<file path="src/rtl/memstream_rx_fifo.sv">
// rtl/memstream_rx_fifo.sv - receive FIFO turning an afull-throttled stream into a ready/valid stream
// Circular buffer plus a registered output stage; count covers both.
module memstream_rx_fifo #(
  parameter int WIDTH       = 32,
  parameter int DEPTH       = 32,
  parameter int AFULL_SLACK = 8
) (
  input  logic                     aclk,
  input  logic                     aresetn,
  input  logic                     s_axis_tvalid,
  input  logic [WIDTH-1:0]         s_axis_tdata,
  output logic                     s_axis_tready,
  output logic                     s_axis_afull,
  output logic                     m_axis_tvalid,
  input  logic                     m_axis_tready,
  output logic [WIDTH-1:0]         m_axis_tdata,
  output logic [$clog2(DEPTH):0]   count,
  output logic                     overflow
);

  localparam int AW = $clog2(DEPTH);
  localparam int CW = AW + 1;
  localparam logic [CW-1:0] FULL_LVL  = CW'(DEPTH);
  localparam logic [CW-1:0] AFULL_LVL = CW'(DEPTH - AFULL_SLACK);

  if ((DEPTH < 4) || ((DEPTH & (DEPTH - 1)) != 0) ||
      (AFULL_SLACK < 1) || (AFULL_SLACK > DEPTH - 1)) begin : g_param_check
    initial begin
      $display("memstream_rx_fifo: illegal DEPTH=%0d / AFULL_SLACK=%0d", DEPTH, AFULL_SLACK);
      $finish;
    end
  end

  logic [WIDTH-1:0] mem [DEPTH];
  logic [AW:0]      wptr;
  logic [AW:0]      rptr;
  logic             accept;
  logic             deliver;
  logic             load;
  logic [CW-1:0]    count_next;

  assign accept  = s_axis_tvalid & s_axis_tready;
  assign deliver = m_axis_tvalid & m_axis_tready;
  // Output register refills from the buffer only, never straight from the s-side.
  assign load    = (wptr != rptr) & (~m_axis_tvalid | m_axis_tready);

  always_comb begin
    count_next = count;
    if (accept & ~deliver)
      count_next = count + 1'b1;
    else if (~accept & deliver)
      count_next = count - 1'b1;
  end

  always_ff @(posedge aclk or negedge aresetn) begin
    if (!aresetn) begin
      wptr          <= '0;
      rptr          <= '0;
      count         <= '0;
      m_axis_tvalid <= 1'b0;
      s_axis_tready <= 1'b1;
      s_axis_afull  <= 1'b0;
      overflow      <= 1'b0;
    end else begin
      if (accept)
        wptr <= wptr + 1'b1;
      if (load)
        rptr <= rptr + 1'b1;
      if (load)
        m_axis_tvalid <= 1'b1;
      else if (deliver)
        m_axis_tvalid <= 1'b0;
      count         <= count_next;
      s_axis_tready <= (count_next != FULL_LVL);
      s_axis_afull  <= (count_next >= AFULL_LVL);
      // A beat offered while full is lost even if a word leaves this cycle.
      if (s_axis_tvalid & ~s_axis_tready)
        overflow <= 1'b1;
    end
  end

  always_ff @(posedge aclk) begin
    if (accept)
      mem[wptr[AW-1:0]] <= s_axis_tdata;
    if (load)
      m_axis_tdata <= mem[rptr[AW-1:0]];
  end

endmodule
</file>
<file path="config.mk">
export PLATFORM = sky130hd
export DESIGN_NAME = memstream_rx_fifo
export DESIGN_NICKNAME = d
export VERILOG_FILES = /design/src/rtl/memstream_rx_fifo.sv
export SDC_FILE = /design/constraint.sdc
export NUM_CORES = 1
export LEC_CHECK = 0
export ABC_AREA = 0
export BUFFER_PORTS_ARGS = -buffer_cell sky130_fd_sc_hd__buf_2
export CORE_UTILIZATION = 50
export CTS_BUF_LIST = sky130_fd_sc_hd__clkbuf_16
export DETAILED_ROUTE_END_ITERATION = 8
export GPL_TIMING_DRIVEN = 0
export PLACE_DENSITY = 0.68
export SYNTH_ARGS = -nofsm -noshare
export SYNTH_HDL_FRONTEND = slang
export SYNTH_SLANG_ARGS = --single-unit
</file>
<file path="constraint.sdc">
create_clock -name aclk -period 2.9 [get_ports aclk]
set_input_delay 0 -clock aclk [delete_from_list [all_inputs] [get_ports aclk]]
set_output_delay 0 -clock aclk [all_outputs]
set_load 0.01 [all_outputs]
</file>
**Word level (Yosys, flattened, before mapping)**

Memory sizes are Yosys's and may differ from the RTL's. A register that Yosys moved wholly into a read port is not among the register bits.
Cells that the tools add are included.
Widths: inputs -> output; s select.

- Register bits: 22
- Memory bits (writable): 1024
- Bits of input ports: 36
- Output and inout bits: 42
- Word-level logic and storage cells: 33
- Memories: 1

- Add/sub/neg operators: 4
- Order comparisons: 1
- Eq/ne operators: 2
- Muxes and demuxes: 6
- Bitwise gates (word level): 11
- Reductions and logical operators: 1

Memory list:

| memory | words | bits a word | rd ports | clocked after memory_dff | wr ports | RTL line | text |
|---|---|---|---|---|---|---|---|
| mem | 32 | 32 | 1 | 1 | 1 | 34 | `logic [WIDTH-1:0] mem [DEPTH];` |

Operators by type and width:

| operator | count |
|---|---|
| $add 6x1->6 const B | 3 |
| $mux 6 | 2 |
| $and 1x1->1 | 6 |
| $ge 6x5->1 const B | 1 |
| $ne 6x6->1 | 1 |
| $ne 6x6->1 const B | 1 |
| $sub 6x1->6 const B | 1 |
| $mux 1 | 4 |
| $not 1->1 | 4 |
| $reduce_bool 2->1 | 1 |
| $or 1x1->1 | 1 |

**Depth between registers and ports, before layout**

Gate-level depths: netlist of the first run.

- Depth after elaboration: 6
- Mapped depth: 8
- Mapped depth without buffers: 6

**Least setup slack after synthesis of the first run**

OpenSTA, ideal clock, no wires.

- Path type: register to register
- From: register s_axis_tready
- To: memory mem[31][0] (enable)
- Library setup time: 0.421 ns
- Data arrival time: 2.709 ns
- Data required time: 2.479 ns
- Setup slack: -0.231 ns
- Stages on the path, launching flop included: 6
- Buffers on the path: 2
- Period minus slack after synthesis: 3.131 ns
- Path through: dfstp_2 > and2_1 > clkbuf_1 > nand2_1 > clkbuf_1 > nor2_1

- Longest elaborated chain between the ends: 3

Ends and longest elaborated chain:

| element | RTL line | text |
|---|---|---|
| start: declaration | 12 | `output logic s_axis_tready,` |
| start signal: assignment | 74 | `s_axis_tready <= (count_next != FULL_LVL);` |
| $and 1x1->1 | 42 | `assign accept = s_axis_tvalid & s_axis_tready;` |
| $mux 1 | 83 | `if (accept)` |
| $mux 1 (implied by the code) | 84 | `mem[wptr[AW-1:0]] <= s_axis_tdata;` |
| end: declaration | 34 |  |

Every way passes these cells.

**Worst setup path after layout of the first run**

- From: register rptr[1]
- To: register m_axis_tdata[25] (read register of mem) (data pin)

- Longest elaborated chain between the ends: 2

Ends and longest elaborated chain:

| element | RTL line | text |
|---|---|---|
| start: declaration | 36 | `logic [AW:0] rptr;` |
| start signal: assignment | 68 | `rptr <= rptr + 1'b1;` |
| $ne 6x6->1 | 45 | `assign load = (wptr != rptr) & (~m_axis_tvalid \| m_axis_tready);` |
| $and 1x1->1 | 45 |  |
| end: declaration | 16 | `output logic [WIDTH-1:0] m_axis_tdata,` |

Parallel ways exist; a longest one is shown, timed or not.
A chain may end at the register's enable or synchronous reset.

==> results.sh, run 1 <==
export IMPL_portBuffers=77
export IMPL_r2r_end="m_axis_tdata[25]"
export IMPL_ys_types=46
export IMPL_dp_slack_ps=-401
export IMPL_die_h_um=291
export IMPL_wire_per_inst_um=29.5
export IMPL_crit_end="m_axis_tdata[25]"
export IMPL_synthMostInstantiatedCell="edfxtp_1"
export IMPL_first_iter_violations=2387
export IMPL_n_antenna_cell=0
export IMPL_synth_edff_count=1056
export IMPL_cp_data_arrival_time_ps=3260
export IMPL_worstSetupPathType="reg2reg"
export IMPL_synth_warnings=0
export IMPL_grt_ovfl_total=0
export IMPL_cts_tree="built"
export IMPL_clk_pin_slew_ps=70
export IMPL_drv_cap=0
export IMPL_nNetsFinal=2380
export IMPL_antenna_found_initial=2
export IMPL_netlist_top_cells_count="edfxtp_1 (1056), mux2i_1 (320), a22o_1 (96)"
export IMPL_vias=21677
export IMPL_h_tree_depth=3
export IMPL_gp_congestion=0.827
export IMPL_relSlewSlack=0.247
export IMPL_clock_skew_ps=26.6
export IMPL_yosysSeqAreaShare=0.771
export IMPL_detail_route_first_pass_iterations=6
export IMPL_start_kind="register"
export IMPL_period_share=0.996
export IMPL_utilization=0.599
export IMPL_synth_top_area_cell="edfxtp_1"
export IMPL_worstRegToRegCells=8
export IMPL_synth_nets=2084
export IMPL_startpoint="rptr[1]"
export IMPL_row_count=105
export IMPL_finalMaxSlewViolations=0
export IMPL_initial_core_util=0.508
export IMPL_numCtsBuffers=104
export IMPL_grt_max_degree=33
export IMPL_total_power_mw=47.9
export IMPL_timing_final_ws_setup_ps=11.5
export IMPL_io_pins=78
export IMPL_r2r_start="rptr[1]"
export IMPL_fmax_mhz=346
export IMPL_hold_viol=0
export IMPL_cts_sinks=1078
export IMPL_drcViolationCount=0
export IMPL_layout_min_cycle_time_ps=2890
export IMPL_netlist_instances=2041
export IMPL_min_path_type="in2reg"
export IMPL_die_area_um2=84800
export IMPL_required_ps=3280
export IMPL_ys_flop_type="edfxtp_1"
export IMPL_avgViaCountPerCell=6.20
export IMPL_status="finished clean"
export IMPL_ff2ff_setup_slack_ps=10
export IMPL_dp_hpwl_um=65400
export IMPL_die_w_um=291
export IMPL_tns_ps=0
export IMPL_yosys_top_cells_area="edfxtp_1 (76%), mux2i_1 (7.7%), mux4_2 (4.7%), mux4_1 (2.6%), a22o_1 (2.0%)"
export IMPL_grt_pass1_wl_um=149000
export IMPL_core_area_um2=82400
export IMPL_cts_root_buf="clkbuf_16"
export IMPL_ir_drop_v=0.000854
export IMPL_tightest_slew_ps=1130
export IMPL_clk_path_buf_depth=3
export IMPL_critPathMaxFanout=10
export IMPL_power_density_nw_per_um2=972
export IMPL_clk_latency_ps=690
export IMPL_synth_area_per_cell_um2=20.5
export IMPL_grt_use_total=0.244
export IMPL_async_reset_ff_frac=0.0204
export IMPL_grt_pass1_vias=21915
export IMPL_synth_seq_cells=1078
export IMPL_finalSetupViolCount=0
export IMPL_wirelength_um=103000
export IMPL_leakage_nw=17.0
export IMPL_cp_end_kind="register"
export IMPL_synth_area_um2=41800
export IMPL_antenna_left=0
export IMPL_drive_gt1_frac=0.223
export IMPL_syn2layout_area_growth_pct=17.9
export IMPL_synth_top_cell_area_share=0.758
-- routing by layer --
metal	global-route usage	wire (µm)	up-vias
met2	0.397	49800	1088
li1	-	-	9055
met5	0	24	-
met4	0.0714	3200	4
met3	0.0398	8020	202
met1	0.343	42200	11328
-- cells by family (layout without fill, tap and decap cells) --
| family | after synthesis | after routing | synth area share |
|---|---|---|---|
| AO/OA/AOI/OAI | 210 | 210 | 0.0381 |
| XOR/XNOR | 18 | 18 | 0.00377 |
| adder cells (fa/ha/maj) | 7 | 7 | 0.00209 |
| buffers and inverters | 120 | 505 | 0.0176 |
| flip-flops | 1078 | 1078 | 0.771 |
| multiplexers | 449 | 449 | 0.149 |
| AND/OR/NAND/NOR | 159 | 159 | 0.0174 |
-- timing repair --
item,in CTS,in global routing
gates resized for setup,9,12
hold buffers,37,0
setup endpoints to repair,812,267
setup buffers,39,1
cloned,0,0
pin swaps,28,1
endpoints found under the hold margin,1053,0
-- area by class of cell --
type	count	area (µm²)
Multi-Input combinational cell	843	9110
Fill cell	5638	33100
Clock inverter	88	975
Buffer	112	721
Tap cell	1070	1340
Sequential cell	1078	32300
Clock buffer	107	2680
Timing Repair Buffer	190	2200
Inverter	8	30.0
-- worst min path at each step --
stage | startpoint | end | slack (ps) | cells past startpoint
2_1_floorplan | aresetn | count[0] | -300 | 0
3_3_place_gp | aresetn | count[2] | -10 | 1
3_5_place_dp | aresetn | count[2] | 9 | 1
4_1_cts | s_axis_tvalid | overflow | 80 | 3
5_1_grt | s_axis_tvalid | overflow | 100 | 3
6_report | s_axis_tvalid | overflow | 100 | 3
-- flip-flops by register name, summed over array words and instances, names as in the netlist --
name           cells
mem             1024
m_axis_tdata      32
count              6
rptr               6
wptr               6
m_axis_tvalid      1
overflow           1
s_axis_afull       1
s_axis_tready      1
-- per-stage QoR --
step                      instances  instance area (µm²)  hold slack [ps]
after global placement         3188                43600            -14.9
final                          3496                49300              104
after global routing           3496                49300             97.9
after CTS                      3495                49300             80.6
after detailed placement       3224                44600             8.70
after floorplan                2041                41900             -296
-- power by group --
group          switching, mW  internal, mW  total [mW]  leakage (nW)
Clock                   5.85          8.42        14.3          1.83
Sequential             0.402          18.6        19.0          9.80
Combinational           8.87          5.81        14.7          5.37
Total                   15.1          32.8        47.9          17.0
-- worst max-delay path, cell delays in order, from the launching register on --
cell and delay [ps]:
dfrtp_1 370, buf_4 270, buf_4 280, buf_4 310
clkbuf_4 330, mux2i_1 250, nand2_1 70, a31oi_1 480
o221ai_1 220
-- cell usage in the layout (no fill, tap or decap), drive strengths merged, types with 2 or more instances in the layout --
master,count
ha,7
bufinv,19
nand3,5
nor2,41
edfxtp,1056
inv,28
or2,2
dfrtp,21
nand2,49
a31oi,32
or3,2
nand2b,3
xnor2,9
clkbuf,133
and2,4
nor2b,4
o221ai,32
a21oi,35
nor3,34
xor2,9
buf,239
nand3b,3
nand4,6
o21ai,8
mux4,128
clkinvlp,7
mux2i,320
and3,4
clkinv,42
dlygate4sd3,37
a22o,96
Power figures use the tool's default switching activity.
==> inputs of run 2 (changes only) <==
Settings changed: GPL_TIMING_DRIVEN 0 to not set.
==> run 2 against run 1 <==
  * Combinational power down 9.5%
  * Highest routed layer unchanged
  * Core utilization down 1.5 points
  * Clock skew up 1.9 ps
  * Global-route usage down 0.76 points
  * Non-clock buffer count down 70
  * Fmax up 15%
  * Critical endpoint is now m_axis_tdata[16]
  * Cell area down 2.5%
  * Total power down 4.5%
==> results.sh, run 2 (synthesis results as in run 1) <==
export IMPL_critPathMaxFanout=30
export IMPL_required_ps=3270
export IMPL_detail_route_first_pass_iterations=5
export IMPL_cts_sinks=1078
export IMPL_row_count=105
export IMPL_swShare=0.306
export IMPL_wirelength_um=99300
export IMPL_h_tree_depth=3
export IMPL_whs_ps=108
export IMPL_tightest_slew_ps=830
export IMPL_numCtsBuffers=104
export IMPL_p_int_mw=31.8
export IMPL_grt_use_total=0.237
export IMPL_mostFrequentLayoutCell="edfxtp_1"
export IMPL_hold_viol=0
export IMPL_layout_min_cycle_time_ps=2510
export IMPL_clk_pin_slew_ps=60
export IMPL_gp_congestion=0.813
export IMPL_final_cells=3427
export IMPL_wire_per_inst_um=29.0
export IMPL_worstSetupPathType="reg2reg"
export IMPL_cts_resized=0
export IMPL_pwr_share_comb=0.290
export IMPL_cts_tree="built"
export IMPL_switchingPower_mw=14.0
export IMPL_die_h_um=291
export IMPL_fmax_mhz=398
export IMPL_first_iter_violations=2232
export IMPL_grt_pass1_vias=21289
export IMPL_die_w_um=291
export IMPL_period_share=0.866
export IMPL_rsz0062_at_grt="no"
export IMPL_dp_hpwl_um=56000
export IMPL_clock_power_share=0.287
export IMPL_power_density_nw_per_um2=951
export IMPL_utilization=0.584
export IMPL_grt_ovfl_total=0
export IMPL_clk_latency_ps=670
export IMPL_n_antenna_cell=0
export IMPL_timing_final_ws_setup_ps=389
export IMPL_antenna_found_initial=1
export IMPL_drive_gt1_frac=0.200
export IMPL_final_cell_mix="edfxtp_1 (1056), mux2i_1 (320), clkbuf_16 (104)"
export IMPL_start_kind="register"
export IMPL_antenna_left=0
export IMPL_cp_data_arrival_time_ps=2880
export IMPL_min_path_type="in2reg"
export IMPL_drv_cap=0
export IMPL_syn2layout_area_growth_pct=15.0
export IMPL_placedCellCount=3194
export IMPL_startpoint="rptr[1]"
export IMPL_total_power_mw=45.7
export IMPL_seqPwrFrac=0.423
export IMPL_initial_core_util=0.508
export IMPL_ir_drop_v=0.000728
export IMPL_status="finished clean"
export IMPL_nNetsFinal=2310
export IMPL_grt_max_degree=58
export IMPL_tns_ps=0
export IMPL_relSlewSlack=0.447
export IMPL_portBuffers=77
export IMPL_cp_end_kind="register"
export IMPL_clock_skew_ps=28.5
export IMPL_dpl_instance_area_um2=44400
export IMPL_dp_slack_ps=413
export IMPL_finalSetupViolCount=0
export IMPL_clk_path_buf_depth=3
export IMPL_core_area_um2=82400
export IMPL_vias=21158
export IMPL_min_from="s_axis_tvalid"
export IMPL_postLayoutCellArea_um2=48100
export IMPL_die_area_um2=84800
export IMPL_finalMaxSlewViolations=0
export IMPL_cts_root_buf="clkbuf_16"
export IMPL_r2r_start="rptr[1]"
export IMPL_io_pins=78
export IMPL_grt_pass1_wl_um=145000
export IMPL_largest_register_ffs=1024
export IMPL_avgViaCountPerCell=6.17
export IMPL_drcViolationCount=0
export IMPL_leakage_nw=16.5
## run 2: what timing repair did
item	CTS	global route
hold buffers	37	0
buffers inserted	0	0
hold endpoints to repair	1056	0
## run 2: worst paths after layout
check                           slack [ps]               end  depth (start not counted)
worst max-delay path                   390  m_axis_tdata[16]                          6
worst min-delay path                   110          overflow                          3
worst max register to register         390  m_axis_tdata[16]                          6
worst min register to register         450          overflow                          1
max in group asynchronous             2350           rptr[0]                          4
min in group asynchronous              380           rptr[4]                          4
## run 2: area by class of cell
class,instances,area [µm²]
Sequential cell,1078,32300
Timing Repair Buffer,232,2030
Tap cell,1070,1340
Inverter,8,30.0
Clock buffer,104,2600
Fill cell,5835,34300
Clock inverter,92,714
Multi-Input combinational cell,843,9100
## run 2: per-layer routing
metal | wire length (µm) | track usage | vias to the layer above
li1 | - | - | 8915
met1 | 41100 | 0.331 | 11208
met2 | 48400 | 0.382 | 878
met3 | 7100 | 0.0437 | 155
met4 | 2700 | 0.0680 | 2
met5 | 13 | 0 | -
## run 2: worst max-delay path, cell delays in order (launching register included)
cell      delay (ps)
dfrtp_4          650
buf_12           230
buf_12           240
buf_4            260
mux4_2           320
mux2i_1          260
o221ai_1         200
## run 2: power by group through the flow
stage               sequential, mW  combinational (mW)  clock (mW)
finish                        19.4                13.3        13.1
global route                  19.5                14.0        13.9
CTS                           19.4                13.3        13.3
detailed placement            19.7                13.2           0
global placement              19.6                13.0           0
floorplan                     19.3                8.89           0
